[src/rtl/issue_dispatch.sv]
// In-order dual-issue dispatcher: a circular queue of operand-ready instructions
// issued two at a time to distinct, free functional units. Slot layout {valid, fu[1:0], payload}.
module issue_dispatch #(
   parameter int FU_NUMBER   = 4,
   parameter int QUEUE_DEPTH = 4,
   parameter int PAYLOAD_W   = 32,
   parameter int ENTRY_W     = PAYLOAD_W + 3
) (
   input  logic                 clk,
   input  logic                 rst_n,
   input  logic                 flush,
   input  logic [1:0]           enq_valid,
   input  logic [2*ENTRY_W-1:0] enq_data,
   output logic                 enq_ready,
   input  logic [FU_NUMBER-1:0] busy_fu,
   output logic [2*ENTRY_W-1:0] t_execution,
   output logic [1:0]           issued_count,
   output logic                 empty
);

   localparam int AW = $clog2(QUEUE_DEPTH);
   localparam int CW = AW + 1;
   localparam int SW = ENTRY_W - 1;
   localparam logic [CW-1:0] CNT_ONE   = CW'(1'b1);
   localparam logic [CW-1:0] CNT_TWO   = CW'(2'd2);
   localparam logic [CW-1:0] ENQ_LIMIT = CW'(QUEUE_DEPTH - 2);
   localparam logic [AW-1:0] PTR_ONE   = AW'(1'b1);

   function automatic logic [FU_NUMBER-1:0] fu_onehot(input logic [1:0] fu);
      logic [FU_NUMBER-1:0] oh;
      oh     = {FU_NUMBER{1'b0}};
      oh[fu] = 1'b1;
      return oh;
   endfunction

   function automatic logic [1:0] entry_fu(input logic [SW-1:0] e);
      return e[PAYLOAD_W +: 2];
   endfunction

   function automatic logic [SW-1:0] strip_valid(input logic [ENTRY_W-1:0] e);
      return e[SW-1:0];
   endfunction

   logic [SW-1:0]          mem_q [QUEUE_DEPTH];
   logic [AW-1:0]          head_q, head_d, tail_q, tail_d;
   logic [CW-1:0]          cnt_q, cnt_d;
   logic [FU_NUMBER-1:0]   rsv_q, rsv_d;
   logic [2*ENTRY_W-1:0]   bus_q, bus_d;
   logic [1:0]             icnt_q, icnt_d;

   logic [AW-1:0]          head_nxt_s, tail_nxt_s;
   logic [SW-1:0]          ent0_s, ent1_s;
   logic [1:0]             fu0_s, fu1_s;
   logic [FU_NUMBER-1:0]   free_s;
   logic                   iss0_s, iss1_s;
   logic                   wr0_s, wr1_s;
   logic                   enq_ready_s;
   logic [1:0]             n_enq_s, n_iss_s;
   logic                   unused_valid_s;

   // The valid bits inside enq_data are superseded by enq_valid.
   assign unused_valid_s = enq_data[ENTRY_W-1] ^ enq_data[2*ENTRY_W-1];

   assign head_nxt_s  = head_q + PTR_ONE;
   assign tail_nxt_s  = tail_q + PTR_ONE;
   assign ent0_s      = mem_q[head_q];
   assign ent1_s      = mem_q[head_nxt_s];
   assign fu0_s       = entry_fu(ent0_s);
   assign fu1_s       = entry_fu(ent1_s);
   assign free_s      = ~busy_fu & ~rsv_q;
   assign enq_ready_s = (cnt_q <= ENQ_LIMIT);

   // Enqueue acceptance: only a legal request while two slots are free, never during flush.
   always_comb begin
      wr0_s = 1'b0;
      wr1_s = 1'b0;
      if (enq_ready_s && !flush && enq_valid[0]) begin
         wr0_s = 1'b1;
         wr1_s = enq_valid[1];
      end else begin
         wr0_s = 1'b0;
         wr1_s = 1'b0;
      end
   end

   // Issue decision: strictly in order from the head, distinct free FUs.
   always_comb begin
      iss0_s = (cnt_q >= CNT_ONE) && free_s[fu0_s];
      iss1_s = iss0_s && (cnt_q >= CNT_TWO) && (fu1_s != fu0_s) && free_s[fu1_s];
   end

   assign n_enq_s = {1'b0, wr0_s} + {1'b0, wr1_s};
   assign n_iss_s = {1'b0, iss0_s} + {1'b0, iss1_s};

   // Next-state for pointers, occupancy, reservation and the issue bus; flush wins.
   always_comb begin
      head_d = head_q;
      tail_d = tail_q;
      cnt_d  = cnt_q;
      rsv_d  = rsv_q;
      bus_d  = bus_q;
      icnt_d = icnt_q;
      if (flush) begin
         head_d = {AW{1'b0}};
         tail_d = {AW{1'b0}};
         cnt_d  = {CW{1'b0}};
         rsv_d  = {FU_NUMBER{1'b0}};
         bus_d  = {(2*ENTRY_W){1'b0}};
         icnt_d = 2'd0;
      end else begin
         head_d = head_q + AW'(n_iss_s);
         tail_d = tail_q + AW'(n_enq_s);
         cnt_d  = cnt_q + CW'(n_enq_s) - CW'(n_iss_s);
         // Reservation covers the cycle before busy_fu reflects the new op.
         rsv_d  = (iss0_s ? fu_onehot(fu0_s) : {FU_NUMBER{1'b0}})
                | (iss1_s ? fu_onehot(fu1_s) : {FU_NUMBER{1'b0}});
         bus_d  = {iss1_s, ent1_s, iss0_s, ent0_s};
         icnt_d = n_iss_s;
      end
   end

   // Control and output registers with synchronous active-low reset.
   always_ff @(posedge clk) begin
      if (!rst_n) begin
         head_q <= {AW{1'b0}};
         tail_q <= {AW{1'b0}};
         cnt_q  <= {CW{1'b0}};
         rsv_q  <= {FU_NUMBER{1'b0}};
         bus_q  <= {(2*ENTRY_W){1'b0}};
         icnt_q <= 2'd0;
      end else begin
         head_q <= head_d;
         tail_q <= tail_d;
         cnt_q  <= cnt_d;
         rsv_q  <= rsv_d;
         bus_q  <= bus_d;
         icnt_q <= icnt_d;
      end
   end

   // Queue storage; contents are only meaningful within the occupied range.
   always_ff @(posedge clk) begin
      if (wr0_s) begin
         mem_q[tail_q] <= strip_valid(enq_data[ENTRY_W-1:0]);
      end
      if (wr1_s) begin
         mem_q[tail_nxt_s] <= strip_valid(enq_data[2*ENTRY_W-1:ENTRY_W]);
      end
   end

   assign t_execution  = bus_q;
   assign issued_count = icnt_q;
   assign empty        = (cnt_q == {CW{1'b0}});
   assign enq_ready    = enq_ready_s;

endmodule

[config.mk]
export PLATFORM = sky130hd
export DESIGN_NAME = issue_dispatch
export DESIGN_NICKNAME = d
export VERILOG_FILES = /design/src/rtl/issue_dispatch.sv
export SDC_FILE = /design/constraint.sdc
export NUM_CORES = 1
export LEC_CHECK = 0
export ABC_AREA = 1
export CORE_MARGIN = 3
export CORE_UTILIZATION = 45
export DETAILED_ROUTE_END_ITERATION = 16
export GPL_TIMING_DRIVEN = 0
export PLACE_DENSITY = 0.65
export SKIP_LAST_GASP = 1
export SYNTH_ARGS = -nofsm -noshare
export SYNTH_HDL_FRONTEND = slang
export SYNTH_SLANG_ARGS = --single-unit
[constraint.sdc]
create_clock -name clk -period 4.4 [get_ports clk]
set_input_delay 0.44 -clock clk [delete_from_list [all_inputs] [get_ports clk]]
set_output_delay 0.44 -clock clk [all_outputs]
set_load 0.05 [all_outputs]
==> reports/summary.txt <==
status: finished, final reports clean
CTS Buf Count: 25
Power Internal: 0.003864 W
crit path max fanout: 10
final core utilization: 59.11%
Synth Area in Adders: 0.7697%
Setup Buffers After CTS: 0
wire per inst: 19.66 µm
Seq cells post-synth: 219
Post-CTS Resized: 0
Worst path top cell family by delay: adder cells
Avg Synthesized Cell Area: 8.563 µm²
Synthesized Nets: 1,261
largest family of logic cells by synthesized area: simple AND/OR/NAND/NOR gates
count of cell types in the netlist: 31
Critical Path AT: 3770 ps
Net Sw Frac: 28.30%
mux share of post-synthesis cell area: 0%
sequential power share: 43.1%
clock power share: 40.1%
Clock Pin Slew Worst Setup and Hold Paths: 60 ps
Post-Place Setup Slack: 975.0 ps
DRT iter0 DRCs: 1,042
Worst path max stage delay: 500 ps
router iterations before antenna repair: 5
first-pass GRT wire length: 49,450 µm
fin crit share: 75.16%
YS warnings: 0
Root Driver: clkbuf_16
grt ovf: 0
Seq/Total Area, Yosys: 57.01%
Buf+Inv Stages, Crit Path: 5
GP Congestion: 0.8986
CTS tree: done
Setup Skew: 16.86 ps
initial core utilization: 46.04%
antenna fix cells: 0
min Tclk post-route: 3307 ps
Post-CTS Hold Buffers: 0
H-tree Lvls: 1
share of post-route cells with drive strength above 1: 6.821%
number of global-route vias before repair: 8,862
flop-to-flop setup slack: 1090 ps
drc violations: 0
Critical Path Stages: 19
Worst Setup End Kind: flip-flop
Leak: 5.293 nW
largest net degree at the start of global routing: 27
Max VDD drop: 0.0002671 V
Net Sw Power: 0.001525 W
dominant cell type by area after synthesis: edfxtp_1
Hold WS: 562.2 ps
Hold Fails Final Rpt: 0
via count: 9,155
gr usage total: 26.21%
height of the die: 155.7 µm
Max-slew headroom: 31.94%
Rows: 54
Startpoint Class: flip-flop
fmax: 302.4 MHz
reg2reg path depth: 19
Final ANT Viol Nets: 0
RSZ-0062 raised after global routing: false
drt via density: 5.522
Reg-to-Reg Start: head_q[0]
MaxCap Viol Count: 0
maximum clock path buffer count: 3
Worst EP required: 4870 ps
final setup fails: 0
synth top area cells: edfxtp_1, dfxtp_1, nand2_1
Hold Path Class: flip-flop to flip-flop
# fillers: 1,966
area share of and/or/nand/nor cells after synthesis: 18.42%
total die area: 24,230 µm²
CTS sink count: 219
CP startpoint: head_q[0]
total power: 0.005389 W
Synth Area in XOR/XNOR: 0.2607%
Slew @ Worst Pin: 1021 ps
worst path cell trace: inv_2, buf_6, nand2_8, nand2_2, nand2_1, nand2_2, inv_2, nand2_1, nand3_1, nand2_1, nor2_4, nand2_2, inv_1, ha_1, inv_1, fa_1, fa_1, or2_2, a21oi_1
Pins Over Slew Limit: 0
slowest CP cell: fa_1
Setup WS post-layout: 1093 ps
clk_lat worst skew: 550 ps
die width: 155.7 µm
initial antenna violation count: 0
Setup TNS Final: 0 ps
CP endpoint: cnt_q[2]
post-synthesis compound-gate area fraction: 16.90%
post-synth top area share: 40.52%
Setup Crit Path Kind: flip-flop to flip-flop
Nets: 1,443
PortBufs: 150
Area Overhead vs Synth: 28.39%
combinational share of power: 16.8%
hpwl dp: 22,480 µm
PD cells: 416.5 nW/µm²
synthesized netlist cell count: 1,177
WL final: 32,600 µm
RR Endpoint: cnt_q[2]
core area: 21,890 µm²
mapped cell area: 10,080 µm²
Ports: 153
-- synthesized netlist by cell type --
library cell,n
nand2_1,336
o21ai_0,199
edfxtp_1,136
inv_1,87
dfxtp_1,83
nor2_1,83
clkbuf_1,57
a21oi_1,54
a31oi_1,30
o21ai_1,21
nand3_1,18
o211ai_1,15
buf_2,11
nand2_2,6
nand3_2,6
or2_2,5
buf_1,4
buf_6,3
ha_1,3
inv_2,3
nor2_4,3
xor2_1,3
a22oi_1,2
fa_1,2
a211oi_1,1
a21oi_2,1
buf_4,1
inv_4,1
nand2_8,1
nor2_2,1
nor3_1,1
-- registers in the layout, indices dropped and copies added, names as in the netlist --
name,flops
cnt_q,3
t_execution,70
issued_count,2
tail_q,2
head_q,2
mem_q,136
rsv_q,4
-- cell type report --
| type | count | area, µm² | area share, % |
|---|---|---|---|
| multi-input cells | 791 | 3684 | 28.47 |
| inverters | 91 | 344.1 | 2.659 |
| plain buffers | 76 | 325.3 | 2.514 |
| well taps | 280 | 350.3 | 2.707 |
| repair buffers | 155 | 1617 | 12.49 |
| flip-flops and latches | 219 | 5746 | 44.40 |
| clock inverters | 7 | 61.31 | 0.4738 |
| clock buffers | 39 | 813.3 | 6.285 |
-- cell usage in the layout, fill, tap and decap left out, types with 2 or more instances in the layout --
cell	count
o21ai_1	21
a21oi_1	54
clkbuf_8	7
clkbuf_1	60
buf_12	3
inv_1	87
xor2_1	3
edfxtp_1	136
clkbuf_16	28
a22oi_1	2
dfxtp_1	83
nand3_1	18
buf_2	11
or2_2	5
buf_16	2
nor2_4	3
o211ai_1	15
o21ai_0	199
a31oi_1	30
nand2_2	9
nand3_2	6
clkinv_2	3
buf_1	4
ha_1	3
inv_4	2
nand2_1	333
fa_1	2
inv_2	3
clkdlybuf4s50_1	150
nor2_1	83
buf_6	3
-- worst reg2reg max path: stages (launching register included) --
cell and delay (ps):
dfxtp_1 440, inv_2 60, buf_6 150, nand2_8 100, nand2_2 60, nand2_1 70
nand2_2 110, inv_2 110, nand2_1 50, nand3_1 70, nand2_1 80, nor2_4 150
nand2_2 80, inv_1 60, ha_1 180, inv_1 90, fa_1 500, fa_1 440
or2_2 300, a21oi_1 110
-- power by group through the flow --
| stage | clock network, W | registers, W | logic (W) |
|---|---|---|---|
| 6_report | 0.00216 | 0.00232 | 0.000905 |
| 5_1_grt | 0.00226 | 0.00233 | 0.000978 |
| 4_1_cts | 0.00217 | 0.00232 | 0.000897 |
| 3_5_place_dp | 0 | 0.00236 | 0.000893 |
| 3_3_place_gp | 0 | 0.00237 | 0.000869 |
| 2_1_floorplan | 0 | 0.00250 | 0.000402 |
-- metrics by stage --
stage	area (µm²)	instances
2_1_floorplan	10080	1177
3_3_place_gp	11930	1607
3_5_place_dp	12070	1612
4_1_cts	12940	1658
5_1_grt	12940	1658
6_report	12940	1658
-- cells by family after synthesis --
kind of cell,count (synthesis)
AO/OA/AOI/OAI,323
buffers and inverters,167
adder cells (fa/ha/maj),5
XOR/XNOR,3
AND/OR/NAND/NOR,460
flip-flops,219
-- per-layer routing --
metal	vias to the layer above	wire [µm]	GRT usage [%]
met5	-	0	0
met4	0	1152	10.75
met3	103	3199	4.105
met2	509	15690	43.65
met1	4230	12550	34.39
li1	4313	-	-
-- how the worst min path moves through the flow --
| stage | cells past startpoint | from | end | slack, ps |
|---|---|---|---|---|
| floorplan | 2 | mem_q[1][1] | t_execution[36] | 510 |
| CTS | 2 | mem_q[3][5] | t_execution[5] | 560 |
| global route | 2 | mem_q[3][4] | t_execution[4] | 590 |
| global placement | 2 | mem_q[3][6] | t_execution[6] | 550 |
| detailed placement | 2 | mem_q[3][4] | t_execution[4] | 560 |
| finish | 2 | mem_q[3][4] | t_execution[4] | 560 |
(Power assumes the default switching activity.)
